[config.mk]
export PLATFORM = sky130hd
export DESIGN_NAME = pcpi_m_unit_param
export DESIGN_NICKNAME = d
export VERILOG_FILES = /design/src/rtl/m_pkg.sv /design/src/rtl/m_div_iter.sv /design/src/rtl/pcpi_m_unit_param.sv
export SDC_FILE = /design/constraint.sdc
export NUM_CORES = 2
export LEC_CHECK = 0
export BUFFER_PORTS_ARGS = -buffer_cell sky130_fd_sc_hd__buf_2
export CORE_MARGIN = 5
export CORE_UTILIZATION = 30
export DETAILED_ROUTE_END_ITERATION = 6
export SLEW_MARGIN = 20
export SYNTH_ARGS = -nofsm -noshare
export SYNTH_HDL_FRONTEND = slang
export SYNTH_HIERARCHICAL = 1
export SYNTH_SLANG_ARGS = --single-unit
[constraint.sdc]
create_clock -name clk -period 20.4 [get_ports clk]
set_input_delay 1.02 -clock clk [delete_from_list [all_inputs] [get_ports clk]]
set_output_delay 1.02 -clock clk [all_outputs]
set_load 0.01 [all_outputs]
[src/rtl/m_pkg.sv]
// Shared decode constants, state encoding and operand-class helpers for the
// PCPI M-extension unit.
package m_pkg;

  localparam logic [6:0] OPCODE = 7'b0110011;
  localparam logic [6:0] FUNC7  = 7'b0000001;

  typedef enum logic [2:0] {
    F_MUL    = 3'd0,
    F_MULH   = 3'd1,
    F_MULHSU = 3'd2,
    F_MULHU  = 3'd3,
    F_DIV    = 3'd4,
    F_DIVU   = 3'd5,
    F_REM    = 3'd6,
    F_REMU   = 3'd7
  } func3_t;

  typedef enum logic [2:0] {IDLE, MUL, DIV, FIX, DONE} state_t;

  function automatic logic is_mult(input func3_t f);
    return !f[2];
  endfunction

  function automatic logic is_div(input func3_t f);
    return f[2] && !f[1];
  endfunction

  function automatic logic is_rem(input func3_t f);
    return f[2] && f[1];
  endfunction

  function automatic logic rs1_is_signed(input func3_t f);
    return (f == F_MULH) || (f == F_MULHSU) || (f == F_DIV) || (f == F_REM);
  endfunction

  function automatic logic rs2_is_signed(input func3_t f);
    return (f == F_MULH) || (f == F_DIV) || (f == F_REM);
  endfunction

  // An operand is negative only if it is treated as signed and its MSB is set.
  function automatic logic is_negative(input logic msb, input logic sgn);
    return msb && sgn;
  endfunction

endpackage

[src/rtl/m_div_iter.sv]
// One divider cycle: DIV_STEP restoring compare/subtract steps on the partial
// remainder, consuming DIV_STEP dividend bits MSB first.
module m_div_iter #(
  parameter int XLEN     = 32,
  parameter int DIV_STEP = 2
) (
  input  logic [XLEN-1:0]     r,
  input  logic [XLEN-1:0]     d,
  input  logic [DIV_STEP-1:0] bits,
  output logic [XLEN-1:0]     r_next,
  output logic [DIV_STEP-1:0] q_bits
);

  logic [XLEN:0]   trial;
  logic [XLEN-1:0] acc;

  // Remainder stays below the divisor, so the shifted trial fits in XLEN+1 bits.
  always_comb begin
    acc    = r;
    trial  = '0;
    q_bits = '0;
    for (int i = DIV_STEP - 1; i >= 0; i--) begin
      trial = {acc, bits[i]};
      if (trial >= {1'b0, d}) begin
        trial     = trial - {1'b0, d};
        q_bits[i] = 1'b1;
      end
      acc = trial[XLEN-1:0];
    end
    r_next = acc;
  end

endmodule

[src/rtl/pcpi_m_unit_param.sv]
// PCPI M-extension coprocessor: pipelined multiplier, radix-2^DIV_STEP
// restoring divider, divide special cases and DIV/REM result fusion.
module pcpi_m_unit_param
  import m_pkg::*;
#(
  parameter int XLEN     = 32,
  parameter int DIV_STEP = 2,
  parameter int MUL_LAT  = 2,
  parameter int FUSE_EN  = 1
) (
  input  logic            clk,
  input  logic            resetn,
  input  logic            pcpi_valid,
  input  logic [31:0]     pcpi_insn,
  input  logic [XLEN-1:0] pcpi_rs1,
  input  logic [XLEN-1:0] pcpi_rs2,
  output logic            pcpi_wr,
  output logic [XLEN-1:0] pcpi_rd,
  output logic            pcpi_wait,
  output logic            pcpi_ready,
  output logic            pcpi_busy
);

  localparam int N  = XLEN / DIV_STEP;
  localparam int CW = $clog2(N);

  state_t          state;
  logic [CW-1:0]   cnt;
  func3_t          func_q;
  logic            neg_q, neg_r;

  // Divider datapath: z_q holds the dividend shifting out and quotient shifting in.
  logic [XLEN-1:0] z_q, rem_q, dvs_q, r_next;
  logic [DIV_STEP-1:0] q_bits;

  logic [2*XLEN-1:0] prod_p [MUL_LAT];

  logic            tag_vld, tag_sgn;
  logic [XLEN-1:0] tag_rs1, tag_rs2, tag_q, tag_r;

  logic            unused_insn;
  assign unused_insn = ^{pcpi_insn[24:15], pcpi_insn[11:7]};

  // Decode and accept-cycle operand conditioning.
  func3_t          f_in;
  logic            dec, accept, div_in, s1_in, s2_in, n1_in, n2_in;
  logic [XLEN-1:0] abs1_in, abs2_in;

  assign dec     = (pcpi_insn[6:0] == OPCODE) && (pcpi_insn[31:25] == FUNC7);
  assign f_in    = func3_t'(pcpi_insn[14:12]);
  assign accept  = (state == IDLE) && pcpi_valid && dec;
  assign div_in  = !is_mult(f_in);
  assign s1_in   = rs1_is_signed(f_in);
  assign s2_in   = rs2_is_signed(f_in);
  assign n1_in   = is_negative(pcpi_rs1[XLEN-1], s1_in);
  assign n2_in   = is_negative(pcpi_rs2[XLEN-1], s2_in);
  assign abs1_in = n1_in ? -pcpi_rs1 : pcpi_rs1;
  assign abs2_in = n2_in ? -pcpi_rs2 : pcpi_rs2;

  // Divide shortcuts resolved at accept; quotient and remainder both kept for fusion.
  logic            zero_div, ovf, early, special, hit, fast;
  logic [XLEN-1:0] sp_q, sp_r, fast_res;

  assign zero_div = (pcpi_rs2 == '0);
  assign ovf      = s1_in && (pcpi_rs1 == {1'b1, {(XLEN-1){1'b0}}}) && (&pcpi_rs2);
  assign early    = abs1_in < abs2_in;
  assign special  = zero_div || ovf || early;
  assign hit      = (FUSE_EN != 0) && tag_vld && (tag_rs1 == pcpi_rs1) &&
                    (tag_rs2 == pcpi_rs2) && (tag_sgn == s1_in);
  assign fast     = div_in && (special || hit);

  // Special-case results in priority order: divide by zero, overflow, early-out.
  always_comb begin
    sp_q = '0;
    sp_r = pcpi_rs1;
    if (zero_div) begin
      sp_q = '1;
    end else if (ovf) begin
      sp_q = pcpi_rs1;
      sp_r = '0;
    end
    if (special) fast_res = is_rem(f_in) ? sp_r : sp_q;
    else         fast_res = is_rem(f_in) ? tag_r : tag_q;
  end

  m_div_iter #(.XLEN(XLEN), .DIV_STEP(DIV_STEP)) u_step (
    .r      (rem_q),
    .d      (dvs_q),
    .bits   (z_q[XLEN-1 -: DIV_STEP]),
    .r_next (r_next),
    .q_bits (q_bits)
  );

  logic [XLEN-1:0]   q_fix, r_fix, mul_res;
  logic [2*XLEN-1:0] prod_s;

  assign q_fix   = neg_q ? -z_q : z_q;
  assign r_fix   = neg_r ? -rem_q : rem_q;
  assign prod_s  = neg_q ? -prod_p[MUL_LAT-1] : prod_p[MUL_LAT-1];
  assign mul_res = (func_q == F_MUL) ? prod_s[XLEN-1:0] : prod_s[2*XLEN-1:XLEN];

  // Control FSM with registered result; abort on pcpi_valid drop drops the tag too.
  always_ff @(posedge clk or negedge resetn) begin
    if (!resetn) begin
      state   <= IDLE;
      cnt     <= '0;
      func_q  <= F_MUL;
      neg_q   <= 1'b0;
      neg_r   <= 1'b0;
      tag_vld <= 1'b0;
      pcpi_rd <= '0;
    end else begin
      case (state)
        IDLE: if (accept) begin
          func_q <= f_in;
          neg_q  <= n1_in ^ n2_in;
          neg_r  <= n1_in;
          cnt    <= '0;
          if (!div_in) begin
            state   <= MUL;
            tag_vld <= 1'b0;
          end else if (fast) begin
            state   <= DONE;
            pcpi_rd <= fast_res;
            if (special) tag_vld <= (FUSE_EN != 0);
          end else begin
            state <= DIV;
          end
        end
        MUL: begin
          if (!pcpi_valid) begin
            state   <= IDLE;
            tag_vld <= 1'b0;
          end else if (cnt == CW'(MUL_LAT - 1)) begin
            state   <= DONE;
            pcpi_rd <= mul_res;
          end else begin
            cnt <= cnt + 1'b1;
          end
        end
        DIV: begin
          if (!pcpi_valid) begin
            state   <= IDLE;
            tag_vld <= 1'b0;
          end else if (cnt == CW'(N - 1)) begin
            state <= FIX;
          end else begin
            cnt <= cnt + 1'b1;
          end
        end
        FIX: begin
          if (!pcpi_valid) begin
            state   <= IDLE;
            tag_vld <= 1'b0;
          end else begin
            state   <= DONE;
            pcpi_rd <= is_rem(func_q) ? r_fix : q_fix;
            tag_vld <= (FUSE_EN != 0);
          end
        end
        default: state <= IDLE;
      endcase
    end
  end

  // Datapath registers: multiplier pipeline, divider iteration, fusion tag.
  always_ff @(posedge clk) begin
    prod_p[0] <= {{XLEN{1'b0}}, abs1_in} * {{XLEN{1'b0}}, abs2_in};
    for (int i = 1; i < MUL_LAT; i++) prod_p[i] <= prod_p[i-1];

    if (accept) begin
      z_q   <= abs1_in;
      rem_q <= '0;
      dvs_q <= abs2_in;
    end else if (state == DIV) begin
      z_q   <= {z_q[XLEN-DIV_STEP-1:0], q_bits};
      rem_q <= r_next;
    end

    if (accept && div_in && special) begin
      tag_rs1 <= pcpi_rs1;
      tag_rs2 <= pcpi_rs2;
      tag_sgn <= s1_in;
      tag_q   <= sp_q;
      tag_r   <= sp_r;
    end else if (state == FIX && pcpi_valid) begin
      tag_rs1 <= pcpi_rs1;
      tag_rs2 <= pcpi_rs2;
      tag_sgn <= rs1_is_signed(func_q);
      tag_q   <= q_fix;
      tag_r   <= r_fix;
    end
  end

  assign pcpi_ready = (state == DONE);
  assign pcpi_wr    = pcpi_ready;
  assign pcpi_busy  = (state != IDLE);
  assign pcpi_wait  = resetn && pcpi_valid && ((state != IDLE) || dec);

endmodule

# [After elaboration in Yosys (flattened, before gate mapping)]
# Memories as Yosys holds them, arrays and structs flattened.
# Index checks and enable logic that the tools add are counted.
[word_totals] out_inout_bits=36 romBits=0 ram_bits=128 n_memories=1 ff_bits=270 latchBits=0
[classes] magnitude_cmp=3 n_bitwise=1 div_mod_pow=0 n_shift=0 n_mux=59 add_sub_neg=8 eq_ne=34 reduce_logical=46 multipliers=1
[mem_list] name="prod_p" depth=2 width=64 read_ports=2 rd_ports_with_merged_regs=0 wr=2 line="pcpi_m_unit_param.sv:36" rtl="logic [2*XLEN-1:0] prod_p [MUL_LAT];"
[op_table] op="$mux W32" n=31
[op_table] op="$neg A32 Y32" n=4
[op_table] op="$pmux W32 S3" n=1
[op_table] op="$ge A33 B32 Y1" n=2
[op_table] op="$eq A32 B32 Y1" n=2
[op_table] op="$mul A32 B32 Y64" n=1
[op_table] op="$mux W64" n=1
[op_table] op="$neg A64 Y64" n=1
[op_table] op="$sub A32 B32 Y32" n=2
[op_table] op="$eq A32 B32 Y1 const B" n=1
[op_table] op="$logic_not A32 Y1" n=1
[op_table] op="$lt A32 B32 Y1" n=1
[op_table] op="$reduce_and A32 Y1" n=1
[op_table] op="$mux W3" n=8
[op_table] op="$mux W4" n=5
[op_table] op="$ne A2 B2 Y1 const B" n=10
[op_table] op="$logic_and A1 B1 Y1" n=18
[op_table] op="$eq A3 B3 Y1 const B" n=5
[op_table] op="$eq A3 B2 Y1 const B" n=4
[op_table] op="$logic_or A1 B1 Y1" n=12
[op_table] op="$ne A3 B3 Y1 const B" n=4
[op_table] op="$pmux W3 S4" n=1
[op_table] op="$pmux W4 S3" n=1
[op_table] op="$reduce_bool A3 Y1" n=4
[op_table] op="18 further kinds" n=31

# [Longest topological paths before layout]
[logic_depth] word_depth=14 ltp_mapped=38 depth_no_buf=34

# [By module]
# Netlist, hierarchy kept.
[modules_own_cells] module="pcpi_m_unit_param" seq_area_each_um2=10124.7 area_each_um2=52472.8 instances=1 cells_each=5809
[modules_own_cells] module="m_div_iter" seq_area_each_um2=0.0 area_each_um2=4222.8 instances=1 cells_each=599

# [Worst setup path after synthesis]
# Ideal clock, no wire load.
[synth_timing] path_type="input port to flip-flop" start="in pcpi_rs1[3]" end="reg tag_q[0], enable pin" path_slack_ns=8.792 required_time_ns=18.560 stages=19 arrival_ns=9.768 n_path_buf=3 setup_ns=1.840 cell_sequence="clkbuf_1 > or4_4 > or4_4 > or4_4 > nor3b_2 > and2_1 > a21oi_1 > xnor2_2 > inv_2 > buf_2 > ha_1 > nor4_1 > nand4_1 > or4_1 > a311oi_1 > o21ai_4 > nand3_2 > buf_2 > o21ai_0"
[synth_via] elab_chain_cells=7 word_cells_on_any_way=10
[synth_lines] element="start: declaration" line="pcpi_m_unit_param.sv:15" rtl="input logic [XLEN-1:0] pcpi_rs1,"
[synth_lines] element="parallel branches: the longest is 4 deep, another holds $neg A32 Y32"
[synth_lines] element="$logic_or A1 B1 Y1 *" line="pcpi_m_unit_param.sv:67" rtl="assign special = zero_div || ovf || early;"
[synth_lines] element="$logic_and A1 B1 Y1 *" line="pcpi_m_unit_param.sv:180" rtl="if (accept && div_in && special) begin"
[synth_lines] element="$reduce_bool A2 Y1 (no source line) *"
[synth_lines] element="end signal: assignment" line="pcpi_m_unit_param.sv:184" rtl="tag_q <= sp_q;"
[synth_lines] element="end signal: assignment" line="pcpi_m_unit_param.sv:190" rtl="tag_q <= q_fix;"
[synth_lines] element="end: declaration" line="pcpi_m_unit_param.sv:39" rtl="logic [XLEN-1:0] tag_rs1, tag_rs2, tag_q, tag_r;"
# Every way passes the cells marked *.
# A chain may end at the register's enable or synchronous reset.

==> flow_summary.ini <==
[yosys]
seq_area_frac_synth = 0.179
ys.flop_type = edfxtp_1
synthXorXnorAreaFrac = 0.0452
syn_area_um2 = 56700
synthAdderAreaFrac = 0.405
ys_types = 113
yosysWarningCount = 6
synth_top_family_by_area = adder cells
yosys-top-cells-area = fa_1 (32%), edfxtp_1 (10%), ha_1 (8.8%)
ys_seq_elements = 398
synthDominantCellAreaShare = 0.317
yosys.area.top_type = fa_1
post_synth_inst_count = 6408
ys_async_sr_fraction = 0.113
synth-simple-area-share = 0.156
number_of_flops_mapped_to_enable_cells_by_yosys = 193
postSynthNetCount = 7802
muxShareOfSynthArea = 0.0152
postSynthAreaPerCell_um2 = 8.85
compound_gate_fraction_of_synth_area = 0.108

[timing]
fin_crit_sh = 0.608
finalMaxSlewViolations = 0
worstMarginPinSlew_ns = 1.22
slew_headroom = 0.184
setup_viol = 0
post-route-min-period_ns = 12.39
setup-tns-final_ns = 0
final_hold_viol_count = 0
unrepaired_setup_endpoints_after_global_routing = false
max_freq_ghz = 0.0807
maximum_clock_skew_at_final_layout_ns = 0.0403

[clock_network]
cts_num_sinks = 398
max-clock-path-buffers = 3
clock_tree.root_cell = clkbuf_16
clkSlewWorstSetupHoldPaths_ns = 0.06
resized_cells_post_cts = 0
clk-insertion-delay-late_ns = 0.62
clock_tree_from_tritoncts = yes
cts_max_level = 2
cts_inserted_buffers = 45
setup_fix_bufs_post_cts = 0
cts_hold_buffers = 0

[grt]
global_router_s_overall_resource_usage = 0.214
number_of_global_route_vias_before_repair = 48500
maximum_number_of_pins_on_one_net_before_global_route_repair = 88
grt_pass1_wl_um = 317000
number_of_antenna_violations_at_the_first_check_in_global_routing = 12
overflow_left_after_global_routing = 0

[finish]
drive_gt1_frac = 0.0729
finish.net_count = 7782
syn2layout_area_growth_pct = 9.33
fin_cells = 8922

[worst_setup_path]
end_kind = flip-flop
slowest_stage = clkinv_1
critical_path.most_common_cell = fa_1
req_time_crit_path_ns = 20.82
worstPathMaxFanout = 24
crit_path_start_kind = input port
crit_type = input port to flip-flop
critical_path_arrival_ns = 12.82
peak_per_stage_delay_on_the_critical_path_ns = 0.83

[placement]
numPlacedInstances = 8836
dp_hpwl_um = 169000
finalWeightedCongestion = 0.957
numPortBuffers = 119

[drt]
drt-wirelength-per-cell_um = 24.2
first_drt_pass_iteration_count = 6
wl_um = 216000
via_count = 47400
detail-route-antenna-nets = 0
number_of_remaining_drc_errors = 0
drtIter0Drc = 4264
route.detailed.vias_per_inst = 5.31

[die]
total_core_area_um2 = 188000
die_area_um2 = 198000
rows = 159
die_w_um = 445
floorplan.initialDensity = 0.302
ios = 135
die_h_um = 445

[status]
outcome = finished, final reports clean

[min_path]
min-delay-path-class = flip-flop to flip-flop

[flow_run]
max_cap_violations = 0
cells in the mapped netlist, types with 56 or more instances:
cell	instances
o21ai_0	196
nor2_1	818
nand3_1	56
xor2_1	142
a21oi_1	288
clkbuf_1	261
inv_1	1036
ha_1	397
a21o_1	72
nand2_1	763
nor3_1	60
fa_1	898
xnor2_1	149
dfxtp_1	160
edfxtp_1	193
routing by layer:
metal / share of wire / global-route usage
met5: 0.00027 / 0
met4: 0.062 / 0.107
met3: 0.11 / 0.0581
met2: 0.45 / 0.342
met1: 0.38 / 0.267
per-stage QoR:
| step | area (µm²) | hold WS, ns | utilization | setup WS (ns) |
|---|---|---|---|---|
| after global routing | 62000 | 0.326 | 0.330 | 7.73 |
| after floorplan | 56700 | 0.310 | - | 8.79 |
| after global placement | 60500 | 0.314 | 0.322 | 7.77 |
| after CTS | 62000 | 0.320 | 0.330 | 8.31 |
| final | 62000 | 0.316 | 0.330 | 8.01 |
| after detailed placement | 60500 | 0.312 | 0.322 | 7.73 |
path summary, 6_finish.rpt:
check | from | to | slack, ns | cells past startpoint
hold reg to reg | prod_p[0][2] | prod_p[0][66] | 0.32 | 0
hold / removal | prod_p[0][2] | prod_p[0][66] | 0.32 | 0
max in group asynchronous | resetn | neg_q | 19.30 | 2
setup / recovery | pcpi_rs1[5] | prod_p[0][54] | 8.01 | 31
setup reg to reg | rem_q[7] | rem_q[30] | 13.48 | 20
min in group asynchronous | resetn | pcpi_rd[26] | 0.56 | 2
area by class of cell:
cell class	count	area, µm²
Timing Repair Buffer	242	1520
Sequential cell	398	10100
Inverter	1061	3990
Tap cell	2495	3120
Antenna cell	4	10.0
Clock inverter	26	241
Multi-Input combinational cell	4640	41700
Clock buffer	56	1240
Fill cell	19600	126000
sequential cells by signal, indices dropped and copies added (netlist names), 3 cells and up:
signal   cells
pcpi_rd     32
prod_p     128
cnt          4
rem_q       32
tag_r       32
state        3
tag_rs1     32
tag_rs2     32
func_q       3
z_q         32
tag_q       32
dvs_q       32
placed cells by master (no fill, tap or decap), types with 39 or more instances in the layout:
cell type	instances
inv_1	1035
fa_1	898
nor2_1	815
nand2_1	761
ha_1	397
a21oi_1	288
o21ai_0	194
edfxtp_1	193
dfxtp_1	160
xor2_1	125
xnor2_1	123
buf_4	123
buf_2	119
a21o_1	72
nor3_1	58
nand3_1	56
clkbuf_16	46
nor2b_1	45
dfrtp_1	44
nor4_1	43
mux2i_1	40
o31ai_1	39
nand4_1	39
logic make-up (layout without fill, tap and decap cells):
group,Yosys count,after routing
AND/OR/NAND/NOR,2031,2031
buffers and inverters,1370,1385
adder cells (fa/ha/maj),1296,1296
AO/OA/AOI/OAI,943,943
flip-flops,398,398
XOR/XNOR,292,292
multiplexers,78,78
other,0,4
critical path: cells and delay by family:
kind | cells | cell delay, ns
AND/OR/NAND/NOR | 10 | 3.78
XOR/XNOR | 1 | 0.14
adder cells (fa/ha/maj) | 10 | 4.86
buffers and inverters | 7 | 1.78
AO/OA/AOI/OAI | 3 | 1.15
Power is not shown: default switching activity piles up to over one toggle a cycle in this logic, so the estimate is an artifact.
